## src/rtl/preemph_seq_ctrl.sv

```systemverilog
// Pre-emphasis sequencer: clears filter history, gates source samples to the datapath
// under valid/ready, and tags frame and utterance boundaries for the downstream framing stages.
module preemph_seq_ctrl #(
  parameter int FRAME_LEN = 400,
  parameter int CNT_W     = 16
) (
  input  logic             clk,
  input  logic             rst_n,
  input  logic             start_i,
  input  logic [CNT_W-1:0] num_samples_i,
  input  logic             abort_i,
  input  logic             src_valid_i,
  output logic             src_ready_o,
  input  logic             dst_ready_i,
  output logic             pe_clr_o,
  output logic             pe_valid_o,
  output logic             sof_o,
  output logic             eof_o,
  output logic             last_o,
  output logic             busy_o,
  output logic             done_o
);

  localparam int FRM_W = (FRAME_LEN > 1) ? $clog2(FRAME_LEN) : 1;
  localparam logic [FRM_W-1:0] FRM_LAST = FRM_W'(FRAME_LEN - 1);

  typedef enum logic [1:0] {
    S_IDLE,
    S_CLEAR,
    S_RUN,
    S_DONE
  } state_t;

  state_t           state_q, state_d;
  logic [CNT_W-1:0] len_q, len_d;
  logic [CNT_W-1:0] smp_cnt_q, smp_cnt_d;
  logic [FRM_W-1:0] frm_pos_q, frm_pos_d;
  logic             xfer;
  logic             smp_last;
  logic             frm_last;

  always_ff @(posedge clk or negedge rst_n) begin
    if (!rst_n) begin
      state_q   <= S_IDLE;
      len_q     <= '0;
      smp_cnt_q <= '0;
      frm_pos_q <= '0;
    end else begin
      state_q   <= state_d;
      len_q     <= len_d;
      smp_cnt_q <= smp_cnt_d;
      frm_pos_q <= frm_pos_d;
    end
  end

  always_comb begin
    state_d   = state_q;
    len_d     = len_q;
    smp_cnt_d = smp_cnt_q;
    frm_pos_d = frm_pos_q;

    // Ready is a pure pass-through of downstream ready while running; no skid buffer.
    src_ready_o = (state_q == S_RUN) & dst_ready_i;
    xfer        = src_valid_i & src_ready_o;
    smp_last    = (smp_cnt_q == (len_q - CNT_W'(1)));
    frm_last    = (frm_pos_q == FRM_LAST);

    pe_valid_o = xfer;
    sof_o      = xfer & (frm_pos_q == '0);
    eof_o      = xfer & (frm_last | smp_last);
    last_o     = xfer & smp_last;
    pe_clr_o   = (state_q == S_CLEAR);
    busy_o     = (state_q != S_IDLE);
    done_o     = (state_q == S_DONE);

    unique case (state_q)
      S_IDLE: begin
        if (start_i) begin
          len_d   = num_samples_i;
          state_d = S_CLEAR;
        end
      end
      S_CLEAR: begin
        smp_cnt_d = '0;
        frm_pos_d = '0;
        state_d   = (len_q == '0) ? S_DONE : S_RUN;
      end
      S_RUN: begin
        if (xfer) begin
          smp_cnt_d = smp_cnt_q + CNT_W'(1);
          frm_pos_d = frm_last ? '0 : frm_pos_q + FRM_W'(1);
          if (smp_last) state_d = S_DONE;
        end
      end
      S_DONE: state_d = S_IDLE;
      default: state_d = S_IDLE;
    endcase

    // Abort wins over everything, including a start pulse arriving in IDLE.
    if (abort_i) begin
      state_d   = S_IDLE;
      len_d     = len_q;
      smp_cnt_d = '0;
      frm_pos_d = '0;
    end
  end

endmodule

```

## config.mk

```make
export PLATFORM = sky130hd
export DESIGN_NAME = preemph_seq_ctrl
export DESIGN_NICKNAME = d
export VERILOG_FILES = /design/src/rtl/preemph_seq_ctrl.sv
export SDC_FILE = /design/constraint.sdc
export NUM_CORES = 1
export LEC_CHECK = 0
export ABC_CLOCK_PERIOD_IN_PS = 3600
export CAP_MARGIN = 5
export CORE_ASPECT_RATIO = 0.6
export CORE_MARGIN = 4
export CORE_UTILIZATION = 40
export CTS_CLUSTER_SIZE = 14
export DETAILED_ROUTE_END_ITERATION = 16
export PLACE_DENSITY = 0.7
export SYNTH_ARGS = -nofsm -noshare
export SYNTH_HDL_FRONTEND = slang
export SYNTH_SLANG_ARGS = --single-unit
```

## constraint.sdc

```tcl
create_clock -name clk -period 3.6 [get_ports clk]
set_input_delay 0.54 -clock clk [delete_from_list [all_inputs] [get_ports clk]]
set_output_delay 0.54 -clock clk [all_outputs]
set_load 0.1 [all_outputs]
```

# Yosys cells after proc, flatten, opt, wreduce, memory -nomap -nowiden
# Index checks and enable logic that the tools add are counted.
[classes]
add_sub_neg = 3
n_bitwise = 7
reduce_logical = 8
muxes = 13
eq_ne = 8
[op_table]
columns = ["cell", "count"]
rows = [
  ["16-bit two-way mux", 2],
  ["16-bit case mux with 2 select lines", 1],
  ["9-bit two-way mux", 3],
  ["9-bit case mux with 2 select lines", 1],
  ["16-bit by 1-bit adder with 16-bit output (second input constant)", 1],
  ["16-bit equality test", 1],
  ["16-bit logical NOT", 1],
  ["16-bit by 1-bit subtractor with 16-bit output (second input constant)", 1],
  ["9-bit by 1-bit adder with 9-bit output (second input constant)", 1],
  ["9-bit equality test (second input constant)", 1],
  ["9-bit logical NOT", 1],
  ["3-bit != test (second input constant)", 3],
  ["2-bit two-way mux", 4],
  ["2-bit case mux with 4 select lines", 1],
  ["3-bit AND reduction", 2],
  ["1-bit bitwise AND", 5],
  ["2-bit equality test (second input constant)", 2],
  ["3-bit nonzero test", 1],
  ["2-bit by 1-bit equality test with 1-bit output (second input constant)", 1],
  ["2-bit logical NOT", 1],
  ["2-bit AND reduction", 1],
  ["2-bit nonzero test", 1],
  ["1-bit two-way mux", 1],
  ["1-bit inverter", 1],
  ["1-bit OR", 1],
]
[word_totals]
output_inout_bits = 8
register_bits = 43
wordCells = 43
input_bits = 22

# Logic depth before layout (Yosys ltp)
[depth]
ltp_word = 6
depth_mapped = 11

# Worst setup path after synthesis
# No wires, ideal clock.
[synth_timing]
path_type = "register to output"
from = "reg state_q[0]"
to = "out eof_o"
setup_slack_ns = -0.940
path_buffers = 0
path_stages_with_launch = 11
t_arrival_ns = 4.000
path_cell_list = "dfrtp_1 inv_1 ha_1 and2_1 nand2_1 clkinv_1 nand3_1 a2111oi_2 o2111a_2 nand4b_4 o21ai_0"
[synth_between]
elab_chain_cells = 4
[synth_lines]
columns = ["element", "line_no", "source"]
rows = [
  ["start, declared", "34", "state_t state_q, state_d;"],
  ["start signal, assigned", "49", "state_q <= state_d;"],
  ["2-bit equality test", "63", "src_ready_o = (state_q == S_RUN) & dst_ready_i;"],
  ["1-bit bitwise AND", "63", ""],
  ["named net src_ready_o", "13", "output logic src_ready_o,"],
  ["1-bit bitwise AND", "64", "xfer = src_valid_i & src_ready_o;"],
  ["named net pe_valid_o", "16", "output logic pe_valid_o,"],
  ["1-bit bitwise AND", "70", "eof_o = xfer & (frm_last | smp_last);"],
  ["end, declared", "18", "output logic eof_o,"],
]
# The timed path passes the listed nets, and every way through them passes these cells.

# Worst setup path in the final report
[layout_timing]
from = "reg len_q[0]"
to = "out eof_o"
[layout_between]
elab_chain_cells = 4
[layout_lines]
columns = ["element", "line_no", "source"]
rows = [
  ["start, declared", "35", "logic [CNT_W-1:0] len_q, len_d;"],
  ["start signal, assigned", "50", "len_q <= len_d;"],
  ["16-bit by 1-bit subtractor with 16-bit output", "65", "smp_last = (smp_cnt_q == (len_q - CNT_W'(1)));"],
  ["16-bit equality test", "65", ""],
  ["1-bit OR", "70", ""],
  ["1-bit bitwise AND", "70", ""],
]
# Every way passes these cells.

==> metrics.cfg <==
[clock_network]
numClockSinks=43
ctsHoldBuffers=0
clockRootBuffer=clkbuf_8
cts_buffers=5
clockBufferDepth=2
tritoncts=yes
cts_setup_buffers=0
post_cts_resized=0
ctsHtreeMaxLevel=2
clock_latency_ns=0.31
clkTransAtPathRegs_ns=0.08

[logic_synthesis]
async_flop_share=1.00
synth_flop_cell=dfrtp_1
syn-cell-area_sq_mm=0.00264
synth_edf_count=0
synth_top_family_by_area=simple AND/OR/NAND/NOR gates
synth_xor_area_frac=0.120
syn_area_per_cell_sq_um=9.77
synthesis.nets=301
ys.warnings.count=0
netlist-cell-type-count=48
synthSimpleGateAreaFrac=0.218
synth.yosys.seq_area_share=0.408
synth_compound_area_frac=0.100
synth.area.mux_share=0.0802
synth_cells=270
synth_seq_cells=43
synthAdderAreaFrac=0.0427

[detailed_routing]
wl_per_cell_um=15.5
via_per_inst=5.42
vias=2088
ant_nets=0
wl_um=5950
drc_errors=0
drt_iter0_drc=82
first_pass_iters=4

[placed_design]
place_area_sq_mm=0.00302
dp_hpwl_um=4400
dpl_worst_slack_ns=0.426
gp_congestion=0.838
port-buffer-count=29

[setup_path]
start_kind=flip-flop
crit_slowest_cell=dfrtp_1
crit_family=compound AO/OA/AOI/OAI gates
critPathMaxStageDelay_ns=0.47
regToRegSetupSlack_ns=0.80
endpoint_kind=primary output
path_class=reg -> out
cp_cell_sequence=inv_1, ha_1, nor3b_2, a21oi_1, a2111oi_2, o2111a_2, nand4b_4, o21ai_2, buf_12
crit_arrival_ns=2.79
path_buf_inv=2
path_max_fanout=7
required_ns=3.06

[final_layout]
diodes=0
seqCellArea_sq_mm=0.00108
final_util=0.503
final_area_sq_mm=0.00314
nFillCells=567
drive_above_1_share=0.153
multiInputGateArea_sq_mm=0.00149
syn_to_final_growth_pct=19.1
fin_nets=331

[sta]
rsz0062_at_grt=no
finalSetupViolations=0
clock.fmax_mhz=301
clock_skew_ns=0.00848
hold-worst-slack_ns=0.381
fin_crit_sh=0.924
layout_min_cycle_time_ns=3.33
worst_pin_slew_ns=0.988
fin_tns_setup_ns=0
finalHoldViolations=0
drv_slew=0
setup_ws_ns=0.273
slew_headroom=0.341

[floorplanning]
core_area_sq_mm=0.00625
ios=30
die_h_um=70.9
die_w_um=113
start_util=0.422
placement_rows=22
die-area_sq_mm=0.00800

[pwr]
p_per_area_mw_per_mm2=665
vdd_drop_max_mv=0.305
leakage_nw=1.35

[global_route]
grt-ovfl-total=0
grt_max_degree=44
grt_pass1_wl_um=9780
antenna_found_initial=0
grt_pass1_vias=1978
grt_usage=0.152

[run_status]
outcome=finished, final reports clean

[run]
drv_cap=0

[hold_path]
hold_path_class=in -> async

[layout make-up]
| type | count | area share |
|---|---|---|
| multi-input combinational | 207 | 0.474 |
| sequential | 43 | 0.343 |
| timing repair buffer | 30 | 0.0956 |
| tap | 84 | 0.0335 |
| clock buffer | 6 | 0.0263 |
| inverter | 13 | 0.0167 |
| clock inverter | 2 | 0.0112 |
[registers in the layout (all words and copies together), names as in the netlist]
register   flops
frm_pos_q      9
len_q         16
smp_cnt_q     16
state_q        2
[cells by family (layout without fill, tap and decap cells)]
logic type | count (synthesis) | after routing
buf+inv | 20 | 51
simple gates | 104 | 104
compound gates | 39 | 39
flops | 43 | 43
xor+xnor | 36 | 36
mux | 19 | 19
fa+ha+maj | 9 | 9
[power by group]
group          internal, mW  switching, mW  leakage, nW
clock network         0.225          0.172       0.0612
logic                 0.364          0.553        0.722
registers             0.594          0.179        0.563
total                  1.18          0.904         1.35
[worst paths after layout]
path / from / to / cells past startpoint
setup / recovery: len_q[0] / eof_o / 9
hold / removal: rst_n / smp_cnt_q[13] / 1
setup reg to reg: len_q[0] / state_q[0] / 9
hold reg to reg: smp_cnt_q[10] / smp_cnt_q[10] / 1
max in group asynchronous: rst_n / len_q[7] / 1
min in group clk: smp_cnt_q[10] / smp_cnt_q[10] / 1
[through the flow]
stage	power, mW	instances
2_1_floorplan	1.47	270
3_3_place_gp	1.67	377
3_5_place_dp	1.69	377
4_1_cts	2.09	385
5_1_grt	2.22	385
6_report	2.09	385
[synth_stat cells, types with 2 or more instances]
library cell / instances / area share
a21o_1: 2 / 0.0057
a21oi_1: 7 / 0.013
a32o_1: 2 / 0.0076
and2_1: 2 / 0.0047
and3_1: 6 / 0.014
and4_1: 2 / 0.0066
clkbuf_1: 6 / 0.0085
dfrtp_1: 43 / 0.41
ha_1: 9 / 0.043
inv_1: 12 / 0.017
mux2_2: 16 / 0.068
mux2i_1: 2 / 0.0076
nand2_1: 16 / 0.023
nand3_1: 11 / 0.021
nand4_1: 10 / 0.024
nor2_1: 29 / 0.041
nor2b_1: 2 / 0.0047
nor3_1: 10 / 0.019
nor4_2: 3 / 0.014
o21ai_0: 16 / 0.030
o31ai_1: 2 / 0.0057
or4_1: 2 / 0.0057
xnor2_1: 16 / 0.053
xor2_1: 20 / 0.066
[routing by layer]
layer	GRT usage	up-vias	share of wire
met5	0	-	0
met4	0.0533	0	0.018
met3	0.0427	11	0.050
met2	0.194	59	0.40
met1	0.237	1000	0.53
li1	-	1018	-
[placed cells by master, fill, tap and decap left out, types with 3 or more instances in the layout]
| master | Yosys | final |
|---|---|---|
| ha_1 | 9 | 9 |
| mux2_2 | 16 | 16 |
| nor4_2 | 3 | 3 |
| clkbuf_8 | 0 | 6 |
| nand4_1 | 10 | 10 |
| nand3_1 | 11 | 11 |
| clkdlybuf4s50_1 | 0 | 21 |
| nor2_1 | 29 | 29 |
| and3_1 | 6 | 6 |
| a21oi_1 | 7 | 7 |
| inv_1 | 12 | 11 |
| dfrtp_1 | 43 | 43 |
| o21ai_0 | 16 | 15 |
| nor3_1 | 10 | 10 |
| xnor2_1 | 16 | 16 |
| nand2_1 | 16 | 16 |
| buf_4 | 0 | 6 |
| xor2_1 | 20 | 20 |
No activity file was read; power rests on OpenSTA's default activity.
